==> src/rtl/mem_bus_arbiter_if.sv <==
// Bus bundle between the MMU, the secondary DMA master and the memory controller.
// The arbiter uses the slave view; the driving side (MMU/DMA/memory model) uses master.
interface mem_bus_arbiter_if;
  logic        cpu_req;
  logic        cpu_lock;
  logic [31:0] cpu_addr;
  logic [31:0] cpu_wdata;
  logic        cpu_we;
  logic [31:0] cpu_rdata;
  logic        cpu_stall;
  logic        dma_req;
  logic [31:0] dma_addr;
  logic [31:0] dma_wdata;
  logic        dma_we;
  logic [31:0] dma_rdata;
  logic        dma_ack;
  logic [31:0] mem_addr;
  logic [31:0] mem_wdata;
  logic        mem_we;
  logic [31:0] mem_rdata;
  logic        mem_busy;
  logic        owner;

  modport slave (
    input  cpu_req, cpu_lock, cpu_addr, cpu_wdata, cpu_we,
    input  dma_req, dma_addr, dma_wdata, dma_we,
    input  mem_rdata, mem_busy,
    output cpu_rdata, cpu_stall, dma_rdata, dma_ack,
    output mem_addr, mem_wdata, mem_we, owner
  );

  modport master (
    output cpu_req, cpu_lock, cpu_addr, cpu_wdata, cpu_we,
    output dma_req, dma_addr, dma_wdata, dma_we,
    output mem_rdata, mem_busy,
    input  cpu_rdata, cpu_stall, dma_rdata, dma_ack,
    input  mem_addr, mem_wdata, mem_we, owner
  );
endinterface

==> src/rtl/mem_bus_arbiter.sv <==
// Shares one memory controller between the CPU (combinational pass-through) and a
// DMA master that gets single-transaction grants with bounded starvation.
//
// state   | meaning
// CPU_OWN | CPU drives memory; DMA waits for an idle slot or the run limit
// DMA_OWN | one DMA transaction in flight; CPU stalled until memory is free
module mem_bus_arbiter #(
  parameter int MAX_CPU_RUN = 8,
  parameter int CNT_W       = 4
) (
  input  logic                clk,
  input  logic                rst,
  mem_bus_arbiter_if.slave    bus
);

  typedef enum logic {CPU_OWN = 1'b0, DMA_OWN = 1'b1} state_t;

  localparam logic [CNT_W-1:0] RUN_LAST = CNT_W'(MAX_CPU_RUN - 1);
  localparam logic [CNT_W-1:0] RUN_MAX  = CNT_W'(MAX_CPU_RUN);

  state_t             r_state;
  logic [CNT_W-1:0]   r_run_cnt;
  logic               r_dma_ack;
  logic [31:0]        r_dma_rdata;

  state_t             w_next_state;
  logic [CNT_W-1:0]   w_run_cnt_nxt;
  logic               w_dma_done;
  logic               w_switch;
  logic               w_cpu_done;
  logic               w_cpu_stall;
  logic [31:0]        w_mem_addr;
  logic [31:0]        w_mem_wdata;
  logic               w_mem_we;

  assign w_cpu_done = bus.cpu_req & ~bus.mem_busy;

  always_ff @(posedge clk) begin
    if (rst) begin
      r_state     <= CPU_OWN;
      r_run_cnt   <= '0;
      r_dma_ack   <= 1'b0;
      r_dma_rdata <= '0;
    end else begin
      r_state   <= w_next_state;
      r_run_cnt <= w_run_cnt_nxt;
      r_dma_ack <= w_dma_done;
      if (w_dma_done) r_dma_rdata <= bus.mem_rdata;
    end
  end

  always_comb begin
    w_next_state  = r_state;
    w_run_cnt_nxt = r_run_cnt;
    w_dma_done    = 1'b0;
    w_switch      = 1'b0;
    w_cpu_stall   = 1'b0;
    w_mem_addr    = bus.cpu_addr;
    w_mem_wdata   = bus.cpu_wdata;
    w_mem_we      = bus.cpu_we & bus.cpu_req;
    case (r_state)
      CPU_OWN: begin
        w_cpu_stall = bus.cpu_req & bus.mem_busy;
        // A held request is ignored during the ack cycle so the CPU always gets a slot.
        w_switch = bus.dma_req && !r_dma_ack && !bus.mem_busy && !bus.cpu_lock &&
                   (!bus.cpu_req || (w_cpu_done && (r_run_cnt >= RUN_LAST)));
        if (!bus.dma_req) begin
          w_run_cnt_nxt = '0;
        end else if (w_switch) begin
          w_next_state  = DMA_OWN;
          w_run_cnt_nxt = '0;
        end else if (w_cpu_done && (r_run_cnt != RUN_MAX)) begin
          w_run_cnt_nxt = r_run_cnt + 1'b1;
        end
      end
      DMA_OWN: begin
        w_cpu_stall = bus.cpu_req;
        w_mem_addr  = bus.dma_addr;
        w_mem_wdata = bus.dma_wdata;
        w_mem_we    = bus.dma_we;
        if (!bus.dma_req) w_run_cnt_nxt = '0;
        if (!bus.mem_busy) begin
          w_dma_done   = 1'b1;
          w_next_state = CPU_OWN;
        end
      end
    endcase
  end

  assign bus.owner     = (r_state == DMA_OWN);
  assign bus.cpu_stall = w_cpu_stall;
  assign bus.cpu_rdata = bus.mem_rdata;
  assign bus.dma_rdata = r_dma_rdata;
  assign bus.dma_ack   = r_dma_ack;
  assign bus.mem_addr  = w_mem_addr;
  assign bus.mem_wdata = w_mem_wdata;
  assign bus.mem_we    = w_mem_we;

endmodule

==> src/flat_wrapper.sv <==
// flat-port wrapper written by rule: the top's interface ports become plain ports
module mem_bus_arbiter_flat 
#(
  parameter int MAX_CPU_RUN = 8,
  parameter int CNT_W       = 4
)
  (clk, rst, bus_cpu_req, bus_cpu_lock, bus_cpu_addr, bus_cpu_wdata, bus_cpu_we, bus_dma_req, bus_dma_addr, bus_dma_wdata, bus_dma_we, bus_mem_rdata, bus_mem_busy, bus_cpu_rdata, bus_cpu_stall, bus_dma_rdata, bus_dma_ack, bus_mem_addr, bus_mem_wdata, bus_mem_we, bus_owner);
  mem_bus_arbiter_if bus_i ();
  input  logic clk;
  input  logic rst;
  input wire logic [$bits(bus_i.cpu_req)-1:0] bus_cpu_req;
  input wire logic [$bits(bus_i.cpu_lock)-1:0] bus_cpu_lock;
  input wire logic [$bits(bus_i.cpu_addr)-1:0] bus_cpu_addr;
  input wire logic [$bits(bus_i.cpu_wdata)-1:0] bus_cpu_wdata;
  input wire logic [$bits(bus_i.cpu_we)-1:0] bus_cpu_we;
  input wire logic [$bits(bus_i.dma_req)-1:0] bus_dma_req;
  input wire logic [$bits(bus_i.dma_addr)-1:0] bus_dma_addr;
  input wire logic [$bits(bus_i.dma_wdata)-1:0] bus_dma_wdata;
  input wire logic [$bits(bus_i.dma_we)-1:0] bus_dma_we;
  input wire logic [$bits(bus_i.mem_rdata)-1:0] bus_mem_rdata;
  input wire logic [$bits(bus_i.mem_busy)-1:0] bus_mem_busy;
  output wire logic [$bits(bus_i.cpu_rdata)-1:0] bus_cpu_rdata;
  output wire logic [$bits(bus_i.cpu_stall)-1:0] bus_cpu_stall;
  output wire logic [$bits(bus_i.dma_rdata)-1:0] bus_dma_rdata;
  output wire logic [$bits(bus_i.dma_ack)-1:0] bus_dma_ack;
  output wire logic [$bits(bus_i.mem_addr)-1:0] bus_mem_addr;
  output wire logic [$bits(bus_i.mem_wdata)-1:0] bus_mem_wdata;
  output wire logic [$bits(bus_i.mem_we)-1:0] bus_mem_we;
  output wire logic [$bits(bus_i.owner)-1:0] bus_owner;
  assign bus_i.cpu_req = bus_cpu_req;
  assign bus_i.cpu_lock = bus_cpu_lock;
  assign bus_i.cpu_addr = bus_cpu_addr;
  assign bus_i.cpu_wdata = bus_cpu_wdata;
  assign bus_i.cpu_we = bus_cpu_we;
  assign bus_i.dma_req = bus_dma_req;
  assign bus_i.dma_addr = bus_dma_addr;
  assign bus_i.dma_wdata = bus_dma_wdata;
  assign bus_i.dma_we = bus_dma_we;
  assign bus_i.mem_rdata = bus_mem_rdata;
  assign bus_i.mem_busy = bus_mem_busy;
  assign bus_cpu_rdata = bus_i.cpu_rdata;
  assign bus_cpu_stall = bus_i.cpu_stall;
  assign bus_dma_rdata = bus_i.dma_rdata;
  assign bus_dma_ack = bus_i.dma_ack;
  assign bus_mem_addr = bus_i.mem_addr;
  assign bus_mem_wdata = bus_i.mem_wdata;
  assign bus_mem_we = bus_i.mem_we;
  assign bus_owner = bus_i.owner;
  mem_bus_arbiter #(.MAX_CPU_RUN(MAX_CPU_RUN), .CNT_W(CNT_W)) u_core (.clk(clk), .rst(rst), .bus(bus_i));
endmodule
==> config.mk <==
export PLATFORM = sky130hd
export DESIGN_NAME = mem_bus_arbiter_flat
export DESIGN_NICKNAME = d
export VERILOG_FILES = /design/src/rtl/mem_bus_arbiter_if.sv /design/src/rtl/mem_bus_arbiter.sv /design/src/flat_wrapper.sv
export SDC_FILE = /design/constraint.sdc
export NUM_CORES = 1
export LEC_CHECK = 0
export CAP_MARGIN = 20
export CORE_AREA = 2 2 116 118
export DETAILED_ROUTE_END_ITERATION = 10
export DIE_AREA = 0 0 118 120
export PLACE_DENSITY = 0.62
export SLEW_MARGIN = 20
export SYNTH_ARGS = -nofsm -noshare
export SYNTH_HDL_FRONTEND = slang
export SYNTH_SLANG_ARGS = --single-unit
==> constraint.sdc <==
create_clock -name clk -period 2.4 [get_ports clk]
set_clock_uncertainty 0.15 [all_clocks]
set_input_delay 0.48 -clock clk [delete_from_list [all_inputs] [get_ports clk]]
set_output_delay 0.48 -clock clk [all_outputs]
set_load 0.05 [all_outputs]
After elaboration in Yosys (flattened, before gate mapping)
Cells that the tools add are included.
Cells by class
  equality and inequality tests: 3
  magnitude comparators: 1
  add/sub/neg operators: 1
  reduce and logical (&&, ||, !) cells: 12
  bitwise operators: 5
  mux-type cells: 15
Operators by type and width (count)
  32-bit two-way mux: 2
  4-bit two-way mux: 4
  4-bit case mux with 2 select lines: 1
  1-bit logical AND: 6
  1-bit two-way mux: 6
  4-bit by 1-bit adder with 4-bit output (second input constant): 1
  4-bit by 3-bit greater-or-equal comparator with 1-bit output (second input constant): 1
  1-bit zero test: 4
  4-bit by 2-bit inequality test with 1-bit output (second input constant): 1
  4-bit inequality test (second input constant): 1
  1-bit case mux with 2 select lines: 2
  1-bit bitwise AND: 3
  2-bit inequality test (second input constant): 1
  1-bit NOT: 2
  2-bit AND reduction: 1
  1-bit logical OR: 1
Storage, ports and cells
  input port bits: 168
  output and inout port bits: 132
  logic and storage cells: 41
  flip-flop bits (word level): 38

Depth between registers and ports, before layout
  depth after elaboration: 8
  mapped depth: 6
  mapped depth without buffers: 6

Worst setup path after synthesis
No wires, ideal clock.
  path type: flip-flop to output port
  start: register u_core.r_state (netlist: u_core.bus.owner)
  end: output port bus_mem_we
  arrival: 2.209 ns
  data required time: 1.770 ns
  stages on the path, launching flop included: 5
  setup slack: -0.439 ns
  buffers on the path: 3
  cells stage by stage: dfxtp_1 -> buf_6 -> clkbuf_1 -> buf_2 -> o21ai_0
Between the ends
  cells in the longest elaborated chain, start to end: 1
Ends and longest elaborated chain
  start: declaration: RTL line mem_bus_arbiter.sv:21  | state_t r_state;
  start signal: assignment: RTL line mem_bus_arbiter.sv:45  | r_state <= w_next_state;
  1-bit two-way mux: RTL line mem_bus_arbiter.sv:61  | case (r_state)
  end: declaration: RTL line flat_wrapper.sv:28  | output wire logic [$bits(bus_i.mem_we)-1:0] bus_mem_we;
No other way between the ends.

Worst setup path after layout
  start: register u_core.r_state (netlist: u_core.bus.owner)
  end: output port bus_mem_wdata[27]
Between the ends
  cells in the longest elaborated chain, start to end: 1
Ends and longest elaborated chain
  32-bit two-way mux: RTL line mem_bus_arbiter.sv:61
  end: declaration: RTL line flat_wrapper.sv:27  | output wire logic [$bits(bus_i.mem_wdata)-1:0] bus_mem_wdata;
No other way between the ends.

==> results <==
==> power by group through the flow <==
stage / logic (uW) / registers [uW] / clock network (uW)
2_1_floorplan: 556 / 688 / 0
3_3_place_gp: 1360 / 662 / 0
3_5_place_dp: 1370 / 662 / 0
4_1_cts: 1370 / 649 / 660
5_1_grt: 1410 / 650 / 677
6_report: 1360 / 649 / 635
==> worst max-delay path, stage by stage, from the launching register on <==
cell and delay, ns:
dfxtp_2 0.56, buf_4 0.32, mux2_2 0.39, buf_12 0.15
==> per-stage QoR <==
stage | cell area, sq um | setup WS (ns) | utilization | std cells | hold slack (ns)
3_5_place_dp | 6291 | 0.1481 | 0.4847 | 652 | 0.3042
5_1_grt | 6431 | 0.008298 | 0.4955 | 659 | 0.3408
3_3_place_gp | 6291 | 0.1871 | 0.4847 | 652 | 0.3052
2_1_floorplan | 2317 | 0.07003 | - | 218 | 0.3508
4_1_cts | 6431 | 0.05836 | 0.4955 | 659 | 0.3241
6_report | 6431 | 0.06370 | 0.4955 | 659 | 0.3228
==> final cells by class <==
cell class / count / area share
clock buffers: 5 / 0.01946
well taps: 176 / 0.03424
inverters: 2 / 0.001167
repair buffers: 305 / 0.6304
clock inverters: 2 / 0.002335
flip-flops and latches: 38 / 0.1185
multi-input cells: 131 / 0.1940
==> routing by layer <==
| layer | global-route usage | share of wire |
|---|---|---|
| met1 | 0.2011 | 0.39 |
| met2 | 0.2925 | 0.50 |
| met3 | 0.06797 | 0.11 |
| met4 | 0.03087 | 0.0092 |
| met5 | 0 | 0 |
==> path summary, 6_finish.rpt <==
check	to	cells past startpoint
setup / recovery	bus_mem_wdata[27]	3
hold / removal	u_core.bus.dma_rdata[28]$_SDFFE_PP0P_	1
setup reg to reg	u_core.r_run_cnt[2]$_SDFFE_PP0P_	5
hold reg to reg	u_core.bus.dma_rdata[28]$_SDFFE_PP0P_	1
==> cell usage in the layout, fill, tap and decap left out <==
cell,n
ha_1,2
dfxtp_1,37
a221o_1,1
xnor2_1,1
nor2_2,1
and3_1,1
o41ai_1,1
clkbuf_16,5
dfxtp_2,1
a22o_1,34
clkdlybuf4s50_1,200
o21ai_2,1
o221a_2,1
a2bb2oi_1,1
inv_1,2
a21oi_1,2
mux2_2,64
nand4b_1,1
nand2b_1,1
nor2_1,2
buf_12,101
o21ai_0,2
nand3_1,1
nor2b_2,1
nand3b_1,2
nor3_1,2
nand2_1,2
buf_4,4
nor3b_1,1
clkinvlp_4,2
nor2b_1,4
a31oi_1,1
or4_1,1
==> cells by family (layout without fill, tap and decap cells) <==
| logic type | after synthesis | in the layout | share of synthesized area |
|---|---|---|---|
| fa+ha+maj | 2 | 2 | 0.01082 |
| buf+inv | 49 | 314 | 0.1353 |
| simple gates | 20 | 20 | 0.05033 |
| xor+xnor | 1 | 1 | 0.003789 |
| flops | 38 | 38 | 0.3290 |
| compound gates | 44 | 44 | 0.1591 |
| mux | 64 | 64 | 0.3117 |
==> flip-flops by register name (all words and copies together), names as in the netlist <==
register	cells
u_core.r_run_cnt	4
u_core.bus.dma_ack	1
u_core.bus.owner	1
u_core.bus.dma_rdata	32
==> results.toml <==
[status]
status = "finished clean"

[grt]
grt_pass1_wl_microns = 18670
gr-total-overflow = 0
grt_max_degree = 36
antenna_found_initial = 0
grt.total_usage = 0.1699
grt_pass1_vias = 3044

[floorplan]
die_y_microns = 120
dieArea_sq_mm = 0.01416
core-area_sq_mm = 0.01298
die-width_microns = 118
start_util = 0.1781
rows = 42
ios = 300

[min_path]
hp-class = "flip-flop to flip-flop"
hold_path.startpoint = "u_core.bus.dma_rdata[28]$_SDFFE_PP0P_"

[synthesis]
synth_top_cells_by_count = "mux2_2, dfxtp_1, a22o_1"
synth_flop_cell = "dfxtp_1"
syn_avg_cell_area_sq_um = 10.61
synth_edf_count = 0
ys_async_sr_fraction = 0
synth_top_cell_by_area = "dfxtp_1"
yosys_warnings = 0
syn_area_sq_mm = 0.002312
yosys.area.top_type_share = 0.3290
synth_area_leaders = "dfxtp_1, mux2_2, a22o_1, buf_4, clkbuf_1"
syn_inst = 218
ys_seq_area_frac = 0.3290
yosysMostFrequentCell = "mux2_2"
ys_ff_latch = 38
synth.distinct_cells = 28
syn_nets = 388

[cts]
cts.sinks = 38
cts_resized = 0
cts_made_buffers = 5
h-tree-depth = 2
cts_tree = "done"
clk_pin_slew_ns = 0.06
worstSkewPairLatency_ns = 0.28
max-clock-path-buffers = 2
postCtsSetupRepairBufs = 0
cts_root_buffer = "clkbuf_16"
cts_hold_buf = 0

[cells_and_area]
multiInputGateArea_sq_mm = 0.001247
seqCellArea_sq_um = 762.0
fillers = 1149
diodes = 0
nets = 653
drive_above_1_share = 0.3747
syn_to_final_growth_pct = 178.1

[critical_path]
critPathKind = "flip-flop to output port"
cp_max_fo = 16
crit_start = "u_core.bus.owner$_SDFF_PP0_"
r2r-start = "u_core.bus.owner$_SDFF_PP0_"
worstPathArrival_ns = 1.71
reg2reg_slack_ns = 0.43
cp.required_ns = 1.77
worst_setup_path_start_kind = "flip-flop"
end_kind = "output port"

[sta]
fin_crit_ns = 2.336
worst_pin_slew_ns = 0.5611
relSlewSlack = 0.6247
max_clock_freq_mhz = 428.0
rsz0062_at_grt = "false"
finalHoldViolCount = 0
slew_violations = 0
setup_viol = 0
post-route-period-util = 0.9735
tns_ns = 0

[power]
clockPowerShare = 0.240
power.leakage_uw = 0.002516
powerDensity_mw_per_mm2 = 411.5
combPwrFrac = 0.515
seqPwrFrac = 0.245
sw_frac_of_total = 0.3407
p_total_uw = 2647
p_int_uw = 1745
ir_drop_mv = 0.3181
power_switching_uw = 901.7

[routing]
drt_pre_antenna_iters = 4
num_vias = 2773
vias_per_cell = 4.208
drtIter0Drc = 66
antenna_left = 0
wire_per_inst_microns = 18.51
drc = 0
routed_wirelength_microns = 12200

[placement]
hpwl_microns = 10060
gp_congestion = 0.8538
port_buffers = 299

[flow_run]
maxCapViolCount = 0
Power figures use the tool's default switching activity.
